===== config.mk =====
export PLATFORM = sky130hd
export DESIGN_NAME = svm_seq_datapath
export DESIGN_NICKNAME = d
export VERILOG_FILES = /design/src/rtl/svm_pkg.sv /design/src/rtl/svm_mac_acc.sv /design/src/rtl/svm_seq_datapath.sv
export SDC_FILE = /design/constraint.sdc
export NUM_CORES = 1
export LEC_CHECK = 0
export ABC_AREA = 1
export BUFFER_PORTS_ARGS = -buffer_cell sky130_fd_sc_hd__buf_2
export CAP_MARGIN = 20
export CORE_ASPECT_RATIO = 0.7
export CORE_UTILIZATION = 61
export DETAILED_ROUTE_END_ITERATION = 16
export PLACE_DENSITY = 0.88
export SETUP_SLACK_MARGIN = 0.2
export SYNTH_ARGS = -nofsm -noshare
export SYNTH_HDL_FRONTEND = slang
export SYNTH_SLANG_ARGS = --single-unit

===== constraint.sdc =====
create_clock -name clk -period 8.5 [get_ports clk]
set_input_delay 0 -clock clk [delete_from_list [all_inputs] [get_ports clk]]
set_output_delay 0 -clock clk [all_outputs]
set_load 0.005 [all_outputs]

===== src/rtl/svm_pkg.sv =====
// Shared types and width helpers for the sequential SVM datapath.
package svm_pkg;

  typedef enum logic [1:0] {
    IDLE   = 2'd0,
    MAC    = 2'd1,
    DECIDE = 2'd2
  } state_e;

  // Wide enough for N_features full-scale products plus the bias, with a spare sign bit.
  function automatic int acc_width(input int fw, input int ww, input int bw, input int nf);
    int m;
    m = fw + 1 + ww + $clog2(nf);
    if (bw > m) m = bw;
    return m + 1;
  endfunction

  function automatic int idx_width(input int n);
    return (n <= 1) ? 1 : $clog2(n);
  endfunction

endpackage


===== src/rtl/svm_mac_acc.sv =====
// Signed multiply-accumulate: acc += signed({0,feat}) * wgt, with clear taking priority.
module svm_mac_acc
  import svm_pkg::*;
#(
  parameter int FW = 4,
  parameter int WW = 8,
  parameter int AW = acc_width(FW, WW, 12, 11)
) (
  input  logic                 clk,
  input  logic                 rst_n,
  input  logic                 clr_i,
  input  logic                 en_i,
  input  logic [FW-1:0]        feat_i,
  input  logic signed [WW-1:0] wgt_i,
  output logic signed [AW-1:0] acc_o
);

  logic signed [FW:0]      feat_s;
  logic signed [FW+WW:0]   prod;
  logic signed [AW-1:0]    acc_q, acc_d;

  assign feat_s = $signed({1'b0, feat_i});
  assign prod   = feat_s * wgt_i;

  always_comb begin
    acc_d = acc_q;
    if (clr_i)     acc_d = '0;
    else if (en_i) acc_d = acc_q + AW'(prod);
  end

  always_ff @(posedge clk or negedge rst_n) begin
    if (!rst_n) acc_q <= '0;
    else        acc_q <= acc_d;
  end

  assign acc_o = acc_q;

endmodule


===== src/rtl/svm_seq_datapath.sv =====
// Sequential one-vs-one SVM datapath: one feature MAC per cycle, then a binary decision
// handed to the external picker, repeated until the picker reports a winner.
module svm_seq_datapath
  import svm_pkg::*;
#(
  parameter int N_features  = 11,
  parameter int featWidth   = 4,
  parameter int weightWidth = 8,
  parameter int biasWidth   = 12,
  parameter int N_classes   = 7
) (
  input  logic                                 clk,
  input  logic                                 rst_n,
  input  logic                                 start,
  input  logic [featWidth*N_features-1:0]      features,
  input  logic signed [weightWidth*N_features-1:0] weight,
  input  logic signed [biasWidth-1:0]          bia,
  input  logic                                 ready,
  output logic                                 svmready,
  output logic                                 w_class,
  output logic                                 busy,
  output logic                                 done,
  output logic                                 err
);

  localparam int AccWidth = acc_width(featWidth, weightWidth, biasWidth, N_features);
  localparam int IdxW     = idx_width(N_features);
  localparam int CmpW     = idx_width(N_classes);
  localparam logic [IdxW-1:0] IdxLast = IdxW'(N_features - 1);
  localparam logic [CmpW-1:0] CmpLast = CmpW'(N_classes - 1);

  state_e                          state_q, state_d;
  logic [featWidth*N_features-1:0] features_q, features_d;
  logic [IdxW-1:0]                 idx_q, idx_d;
  logic [CmpW-1:0]                 cmp_q, cmp_d, cmp_inc;
  logic                            err_q, err_d;

  logic                            mac_clr, mac_en;
  logic [featWidth-1:0]            feat_cur;
  logic signed [weightWidth-1:0]   wgt_cur;
  logic signed [AccWidth-1:0]      acc, sum;

  assign feat_cur = features_q[idx_q*featWidth +: featWidth];
  assign wgt_cur  = weight[idx_q*weightWidth +: weightWidth];
  assign sum      = acc + AccWidth'(bia);
  assign cmp_inc  = cmp_q + 1'b1;

  svm_mac_acc #(
    .FW (featWidth),
    .WW (weightWidth),
    .AW (AccWidth)
  ) u_mac (
    .clk    (clk),
    .rst_n  (rst_n),
    .clr_i  (mac_clr),
    .en_i   (mac_en),
    .feat_i (feat_cur),
    .wgt_i  (wgt_cur),
    .acc_o  (acc)
  );

  always_ff @(posedge clk or negedge rst_n) begin
    if (!rst_n) begin
      state_q    <= IDLE;
      features_q <= '0;
      idx_q      <= '0;
      cmp_q      <= '0;
      err_q      <= 1'b0;
    end else begin
      state_q    <= state_d;
      features_q <= features_d;
      idx_q      <= idx_d;
      cmp_q      <= cmp_d;
      err_q      <= err_d;
    end
  end

  always_comb begin
    state_d    = state_q;
    features_d = features_q;
    idx_d      = idx_q;
    cmp_d      = cmp_q;
    err_d      = err_q;
    case (state_q)
      IDLE: begin
        if (start) begin
          features_d = features;
          idx_d      = '0;
          cmp_d      = '0;
          err_d      = 1'b0;
          state_d    = MAC;
        end
      end
      MAC: begin
        if (idx_q == IdxLast) begin
          idx_d   = '0;
          state_d = DECIDE;
        end else begin
          idx_d = idx_q + 1'b1;
        end
      end
      DECIDE: begin
        idx_d = '0;
        if (ready) begin
          state_d = IDLE;
        end else begin
          cmp_d = cmp_inc;
          // Every classifier has been evaluated without the picker settling on a winner.
          if (cmp_inc == CmpLast) begin
            err_d   = 1'b1;
            state_d = IDLE;
          end else begin
            state_d = MAC;
          end
        end
      end
      default: state_d = IDLE;
    endcase
  end

  always_comb begin
    mac_clr  = ((state_q == IDLE) && start) || ((state_q == DECIDE) && !ready);
    mac_en   = (state_q == MAC);
    svmready = (state_q == DECIDE);
    busy     = (state_q != IDLE);
    done     = (state_q == DECIDE) && ready;
    w_class  = (state_q == DECIDE) && (sum[AccWidth-1] || (sum == '0));
    err      = err_q;
  end

endmodule


==> results of run 1 <==
## cell usage after synthesis, types with 11 or more instances
library cell	instances
a221oi_1	16
o21ai_0	71
nand3_1	41
ha_1	57
fa_1	39
nand2_1	336
clkbuf_1	16
inv_2	11
a21oi_1	29
inv_1	178
dfrtp_1	72
o21ai_1	18
nor2_1	85
## through the flow
stage	area, um^2	hold WS [ns]	util, %	setup WS (ns)	cells
finish	8910	0.06868	78.91	2.565	1400
global route	8910	0.1174	78.91	2.131	1400
CTS	8882	0.06890	78.67	2.581	1399
detailed placement	8087	0.2049	71.62	2.688	1337
global placement	8087	0.2022	71.62	2.877	1337
floorplan	7271	-0.2956	-	4.063	1060
## worst max-delay path: stages (launching register included)
cell      delay (ns)
dfrtp_1         0.54
inv_2           0.31
nor2_4          0.69
a221oi_1        0.20
o21ai_0         0.17
nand3_1         0.15
o21ai_2         0.21
nand2_2         0.20
inv_2           0.20
fa_1            0.47
fa_1            0.52
inv_1           0.05
fa_1            0.52
inv_1           0.04
ha_1            0.35
inv_1           0.06
o21ai_0         0.27
a21oi_1         0.15
o21ai_0         0.22
nand3_1         0.14
nand3_1         0.15
nand2_1         0.07
nand2_1         0.06
o21ai_1         0.07
## cell families (layout without fill, tap and decap cells)
kind of cell | after synthesis | after routing | synth area share, %
simple gates | 489 | 489 | 27.09
buf+inv | 220 | 407 | 11.93
compound gates | 170 | 170 | 14.09
fa+ha+maj | 96 | 96 | 20.55
flops | 72 | 72 | 24.78
xor+xnor | 13 | 13 | 1.566
## repair_timing
| action | 4_1_cts | 5_1_grt |
|---|---|---|
| hold endpoints to repair | 118 | 0 |
| setup buffers | 0 | 0 |
| hold buffers | 46 | 0 |
## final timing paths
kind,depth (start not counted),start,to
min reg2reg,2,features_q[19],features_q[19]
min in group asynchronous,3,rst_n,features_q[3]
min,4,start,idx_q[0]
max reg2reg,23,idx_q[1],u_mac.acc_o[15]
max in group asynchronous,3,rst_n,features_q[23]
max,23,idx_q[1],u_mac.acc_o[15]
## area by class of cell
| class | count | share of cell area [%] |
|---|---|---|
| Sequential cell | 72 | 20.22 |
| Multi-Input combinational cell | 768 | 51.65 |
| Clock buffer | 9 | 2.528 |
| Tap cell | 153 | 2.149 |
| Timing Repair Buffer | 201 | 14.18 |
| Inverter | 190 | 8.033 |
| Clock inverter | 7 | 1.236 |
## state kept, by name (all words and copies together) (netlist names)
name / count
u_mac.acc_o: 18
features_q: 44
state_q: 2
err: 1
idx_q: 4
cmp_q: 3
## metal layers
layer  vias up  global-route usage, %  wire [um]
li1       3704                      -          -
met1      3714                  51.24       9094
met2       609                  63.42      10150
met3        91                  9.322       2664
met4         0                  15.23        767
met5         -                      0          0
==> impl_metrics.py, run 1 <==
metrics = {
    "clock_tree": {
        "h-tree-depth": 3,
        "post_cts_resize_count": 0,
        "cts_root_buf": "clkbuf_16",
        "clock_latency_ns": 0.35,
        "clock-sinks": 72,
        "cts_buffer_depth": 2,
        "clkTransAtPathRegs_ns": 0.07,
        "cts_tree": "yes",
        "numCtsBuffers": 9,
    },
    "sta": {
        "period_minus_slack_ns": 5.935,
        "finalSetupViolations": 0,
        "relSlewSlack_pct": 38.23,
        "rsz0062_at_grt": "no",
        "min_period_over_period_pct": 69.82,
        "setup_tns_ns": 0,
        "worstMarginPinSlew_ns": 0.9265,
        "max_freq_mhz": 168.5,
        "clock-skew-final_ns": 0.01114,
        "finalHoldViolCount": 0,
        "slew_violations": 0,
    },
    "status": {
        "outcome": "finished, final reports clean",
    },
    "route": {
        "viasPerCell": 5.799,
        "dr_total_vias": 8118,
        "wl_mm": 22.68,
        "detail-route-antenna-nets": 0,
        "drc": 0,
        "wl_per_cell_um": 16.20,
        "drt_iter0_markers": 1046,
        "drtPass1Iterations": 6,
    },
    "synthesis": {
        "synth_warnings": 0,
        "synth_edf_count": 0,
        "yosysTopAreaCell": "dfrtp_1",
        "ys_seq_area_share_pct": 24.78,
        "synth_seq_cells": 72,
        "synth.top_cells.by_area": "dfrtp_1 25%, nand2_1 17%, fa_1 11%",
        "synth_nets": 1304,
        "synth_area_per_cell_um2": 6.859,
        "synthCells": 1060,
        "synth.distinct_cells": 40,
        "ys_async_sr_fraction_pct": 100.0,
        "syn_area_mm2": 0.007271,
        "yosysTopAreaCellShare_pct": 24.78,
        "synth_ff_type": "dfrtp_1",
    },
    "cells_and_area": {
        "fill_cells": 771,
        "seqCellArea_mm2": 0.001802,
        "synthToLayoutAreaGrowth_pct": 22.54,
        "n_antenna_cell": 0,
        "multiInputGateArea_mm2": 0.004602,
        "nets": 1486,
        "drive_above_1_share_pct": 15.96,
        "final_common_cell": "nand2_1",
        "final_cell_mix": "336 x nand2_1, 178 x inv_1, 152 x buf_2",
    },
    "global_route": {
        "grt_max_degree": 73,
        "overflow": 0,
        "grt_pass1_wl_mm": 37.83,
        "grt_usage_pct": 39.19,
        "grt_pass1_vias": 7904,
        "antenna_found_initial": 0,
    },
    "worst_hold_path": {
        "hp-class": "in2reg",
    },
    "critical_path": {
        "critPathRequiredTime_ns": 8.73,
        "worstPathArrival_ns": 6.17,
        "ff2ff_setup_slack_ns": 2.57,
        "critical_path_class": "reg2reg",
        "cp_max_fo": 36,
        "end_kind": "register",
        "start_kind": "register",
    },
    "placed_design": {
        "gp_congestion": 0.9552,
        "portBuffers": 152,
        "dp.final_hpwl_mm": 15.72,
    },
    "floorplanning": {
        "die_area_mm2": 0.01237,
        "die_h_um": 93.34,
        "core_mm2": 0.01129,
        "rows": 32,
        "io_pins": 153,
        "dieWidth_um": 132.5,
        "start_util_pct": 64.39,
    },
    "flow_run": {
        "cap_violations": 0,
    },
}
Power of run 1 is left out: the tool's default activity adds up to more than one toggle a clock period on the data nets, which glitch-free logic cannot reach.
==> inputs of run 2 (changes only) <==
- CORE_UTILIZATION: 61 -> 51
- PLACE_DENSITY: 0.88 -> 0.78
- clock period: 8.5 -> 4.83 ns (I/O delays scaled with it)
==> run 2 against run 1 <==
Net effect: first-iteration DRC count decreased by 30%; highest routed layer unchanged; clock skew decreased by 0.0041 ns; setup slack got worse by 2.4 ns; count of clock-buffer cells in the layout unchanged; via count decreased by 1.6%.
==> impl_metrics.py, run 2 (synthesis gave the netlist of run 1 again) <==
metrics = {
    "cells_and_area": {
        "final_cell_mix": "326 x nand2_1, 170 x inv_1, 152 x buf_2",
        "seqCellArea_mm2": 0.001803,
        "final_common_cell": "nand2_1",
        "drive_above_1_share_pct": 23.77,
        "regMostFlops": "features_q",
        "synthToLayoutAreaGrowth_pct": 33.08,
        "stdcell_count": 1473,
        "fill_cells": 1095,
        "nets": 1522,
        "n_antenna_cell": 0,
        "largest_reg_flops": 44,
        "multiInputGateArea_mm2": 0.004961,
    },
    "clock_tree": {
        "clkTransAtPathRegs_ns": 0.07,
        "cts_buffer_depth": 2,
        "cts_tree": "yes",
        "cts_root_buf": "clkbuf_16",
        "h-tree-depth": 3,
        "clock_latency_ns": 0.35,
        "clock-sinks": 72,
        "numCtsBuffers": 9,
    },
    "route": {
        "dr_total_vias": 7990,
        "drtPass1Iterations": 5,
        "wl_mm": 23.63,
        "viasPerCell": 5.424,
        "drt_iter0_markers": 735,
        "drc": 0,
        "wl_per_cell_um": 16.04,
        "detail-route-antenna-nets": 0,
    },
    "global_route": {
        "overflow": 0,
        "grt_pass1_vias": 7374,
        "antenna_found_initial": 0,
        "grt_pass1_wl_mm": 35.27,
        "grt_usage_pct": 31.27,
        "grt_max_degree": 73,
    },
    "sta": {
        "relSlewSlack_pct": 31.14,
        "rsz0062_at_grt": "yes",
        "finalSetupViolations": 0,
        "period_minus_slack_ns": 4.626,
        "setup_tns_ns": 0,
        "slew_violations": 0,
        "finalHoldViolCount": 0,
        "max_freq_mhz": 216.2,
        "min_period_over_period_pct": 95.77,
        "clock-skew-final_ns": 0.007056,
        "worstMarginPinSlew_ns": 1.030,
    },
    "critical_path": {
        "end_kind": "register",
        "worstSetupStartpoint": "idx_q[0]",
        "critPathRequiredTime_ns": 5.07,
        "timing.rr.start": "idx_q[0]",
        "worstPathArrival_ns": 4.87,
        "critical_path_class": "reg2reg",
        "r2r_cells": 26,
        "start_kind": "register",
        "cp_max_fo": 8,
    },
    "worst_hold_path": {
        "holdCritStartpoint": "start",
        "hold_depth": 4,
        "hp-class": "in2reg",
    },
    "floorplanning": {
        "die_h_um": 101.9,
        "core_mm2": 0.01392,
        "die_area_mm2": 0.01475,
        "io_pins": 153,
        "start_util_pct": 52.24,
        "dieWidth_um": 144.7,
        "rows": 36,
    },
    "placed_design": {
        "placed_cells": 1394,
        "dp.final_hpwl_mm": 16.21,
        "portBuffers": 152,
        "gp_congestion": 0.8985,
    },
    "status": {
        "outcome": "finished, final reports clean",
    },
    "flow_run": {
        "cap_violations": 0,
    },
}
-- run 2: timing repair --
action                                  4_1_cts  5_1_grt
endpoints found under the setup margin        9       11
hold endpoints to repair                    118        0
gates cloned                                  0        3
pin swaps                                     0       48
hold buffers                                 46        0
resized for setup                            13       92
buffers inserted                              1       13
-- run 2: final timing paths --
| check | to | slack (ns) |
|---|---|---|
| worst min-delay path | idx_q[0] | 0.07 |
| worst max-delay path | u_mac.acc_o[17] | 0.20 |
| worst max register to register | u_mac.acc_o[17] | 0.20 |
| min in group asynchronous | features_q[12] | 0.40 |
| max in group asynchronous | idx_q[0] | 3.74 |
| worst min register to register | features_q[17] | 0.48 |
-- run 2: through the flow --
stage / instance area, um^2 / setup slack, ns / util [%] / hold slack, ns
2_1_floorplan: 7271 / 0.3931 / - / -0.2956
5_1_grt: 9676 / 0.01694 / 69.52 / 0.09971
6_report: 9676 / 0.2045 / 69.52 / 0.07489
4_1_cts: 9156 / 0.2050 / 65.79 / 0.05735
3_5_place_dp: 8320 / 0.01680 / 59.78 / 0.2030
3_3_place_gp: 8320 / 0.1940 / 59.78 / 0.2027
-- run 2: layer usage --
metal	global-route usage [%]	part of all wire [%]	vias to the layer above
met5	0	0	-
met4	10.12	2.9	0
met3	6.373	8.6	73
met2	49.89	44	416
met1	42.82	44	3708
li1	-	-	3793
-- run 2: area by class of cell --
type                       instances  area share [%]
inverter                         190           7.500
timing repair buffer             237           16.90
tap                              190           2.457
clock inverter                     7          0.9052
multi-input combinational        768           51.27
sequential                        72           18.63
clock buffer                       9           2.328
-- run 2: critical path, cell delays in order (launching register included) --
cell      delay [ns]
dfrtp_2         0.49
nand2_2         0.12
inv_4           0.06
buf_12          0.14
a221oi_2        0.27
o21ai_1         0.13
nand3_1         0.14
o21ai_4         0.12
nand2_1         0.09
inv_1           0.06
fa_1            0.53
inv_2           0.05
fa_1            0.46
fa_1            0.50
inv_2           0.05
ha_4            0.31
nand2_4         0.06
a21oi_2         0.14
nor2_1          0.07
o21ai_2         0.08
nand3_2         0.17
nand2_2         0.14
nand3b_1        0.08
nand2_1         0.08
nand2_1         0.05
nand2_1         0.05
o21ai_1         0.07
Power of run 2 is left out for the same reason.
==> inputs of run 3 (changes only) <==
- PLACE_DENSITY: 0.78 -> 0.76
==> run 3 against run 2 <==
Net effect: non-clock buffer count is the same; via count shrank 1.2%; critical path type unchanged; die area is the same.
==> impl_metrics.py, run 3 (synthesis gave the netlist of run 1 again) <==
metrics = {
    "route": {
        "route.met3.wl_mm": 2.004,
        "drc": 0,
        "detail-route-antenna-nets": 0,
        "highest_layer": "met4",
        "drtPass1Iterations": 5,
        "drt_iter0_markers": 709,
        "wl_per_cell_um": 15.29,
        "viasPerCell": 5.357,
        "wl_met2_mm": 9.935,
        "dr_total_vias": 7896,
        "drt-met1-wl_mm": 10.10,
        "wl_mm": 22.54,
    },
    "clock_tree": {
        "clock-sinks": 72,
        "numCtsBuffers": 9,
        "cts_buffer_depth": 2,
        "cts_root_buf": "clkbuf_16",
        "h-tree-depth": 3,
        "clock_latency_ns": 0.35,
        "cts_tree": "yes",
        "clkTransAtPathRegs_ns": 0.06,
    },
    "cells_and_area": {
        "largest_reg_flops": 44,
        "final_common_cell": "nand2_1",
        "synthToLayoutAreaGrowth_pct": 32.08,
        "drive_above_1_share_pct": 23.05,
        "nets": 1523,
        "fill_cells": 1115,
        "n_antenna_cell": 0,
        "regMostFlops": "features_q",
        "final_cell_mix": "324 x nand2_1, 171 x inv_1, 152 x buf_2",
    },
    "sta": {
        "finalHoldViolCount": 0,
        "slew_violations": 0,
        "rsz0062_at_grt": "yes",
        "period_minus_slack_ns": 4.577,
        "finalSetupViolations": 0,
        "min_period_over_period_pct": 94.77,
        "max_freq_mhz": 218.5,
        "worstMarginPinSlew_ns": 1.058,
        "hold_ws_ns": 0.1259,
        "relSlewSlack_pct": 29.33,
        "fin_ws_ns": 0.2526,
        "setup_tns_ns": 0,
        "clock-skew-final_ns": 0.01363,
    },
    "placed_design": {
        "gp_congestion": 0.9823,
        "portBuffers": 152,
        "pre_cts_ws_ns": -0.02317,
        "dp.final_hpwl_mm": 15.99,
    },
    "global_route": {
        "grt_pass1_wl_mm": 35.34,
        "grt_pass1_vias": 7407,
        "grt_usage_pct": 31.11,
        "overflow": 0,
        "grt_max_degree": 73,
        "antenna_found_initial": 0,
    },
    "floorplanning": {
        "dieWidth_um": 144.7,
        "io_pins": 153,
        "die_h_um": 101.9,
        "start_util_pct": 52.24,
        "rows": 36,
        "die_area_mm2": 0.01475,
        "core_mm2": 0.01392,
    },
    "critical_path": {
        "cp_common_cell": "nand2_2",
        "critPathRequiredTime_ns": 5.11,
        "cp_slowest_cell": "fa_1",
        "end_kind": "register",
        "critical_path_class": "reg2reg",
        "worstPathArrival_ns": 4.86,
        "start_kind": "register",
        "cp_max_fo": 7,
        "slowest_delay_ns": 0.55,
    },
    "status": {
        "outcome": "finished, final reports clean",
    },
    "worst_hold_path": {
        "hp-class": "in2reg",
    },
    "flow_run": {
        "cap_violations": 0,
    },
}
run 3: layout make-up:
| type | instances | area (um^2) | area share (%) |
|---|---|---|---|
| tap | 190 | 237.7 | 2.476 |
| sequential | 72 | 1805 | 18.80 |
| inverter | 190 | 732.0 | 7.622 |
| multi-input combinational | 768 | 4903 | 51.06 |
| timing repair inverter | 1 | 7.507 | 0.07818 |
| clock inverter | 7 | 85.08 | 0.8860 |
| clock buffer | 9 | 225.2 | 2.345 |
| timing repair buffer | 237 | 1607 | 16.73 |
run 3: timing repair:
action	in CTS	in global routing
pin swaps	3	31
setup buffers	2	14
setup endpoints to repair	9	10
resized for setup	16	74
gates cloned	1	2
hold endpoints to repair	118	0
hold buffers	46	0
run 3: worst paths after layout:
check                                  end  cells past startpoint  slack, ns      startpoint
max in group asynchronous         idx_q[0]                      3       3.74           rst_n
setup reg to reg           u_mac.acc_o[16]                     25       0.25        idx_q[0]
setup / recovery           u_mac.acc_o[16]                     25       0.25        idx_q[0]
hold / removal                  state_q[0]                      3       0.13           start
hold reg to reg             features_q[19]                      2       0.47  features_q[19]
min in group asynchronous    features_q[3]                      3       0.41           rst_n
run 3: through the flow:
| stage | util [%] | std cells | instance area [um^2] |
|---|---|---|---|
| 2_1_floorplan | - | 1060 | 7271 |
| 3_3_place_gp | 59.73 | 1393 | 8313 |
| 3_5_place_dp | 59.73 | 1393 | 8313 |
| 4_1_cts | 65.96 | 1458 | 9180 |
| 5_1_grt | 68.99 | 1474 | 9603 |
| 6_report | 68.99 | 1474 | 9603 |
run 3: worst max-delay path: cells and delay by family (launching register included):
family	cells	cell delay, ns
XOR/XNOR	1	0.14
flip-flops	1	0.47
buffers and inverters	6	0.46
adder cells (fa/ha/maj)	4	1.81
AO/OA/AOI/OAI	4	0.72
AND/OR/NAND/NOR	10	0.91
run 3: layer usage:
metal,GRT usage [%],vias up
li1,-,3800
met1,43.69,3621
met2,49.59,420
met3,5.530,55
met4,8.664,0
met5,0,-
Power of run 3 is left out for the same reason.
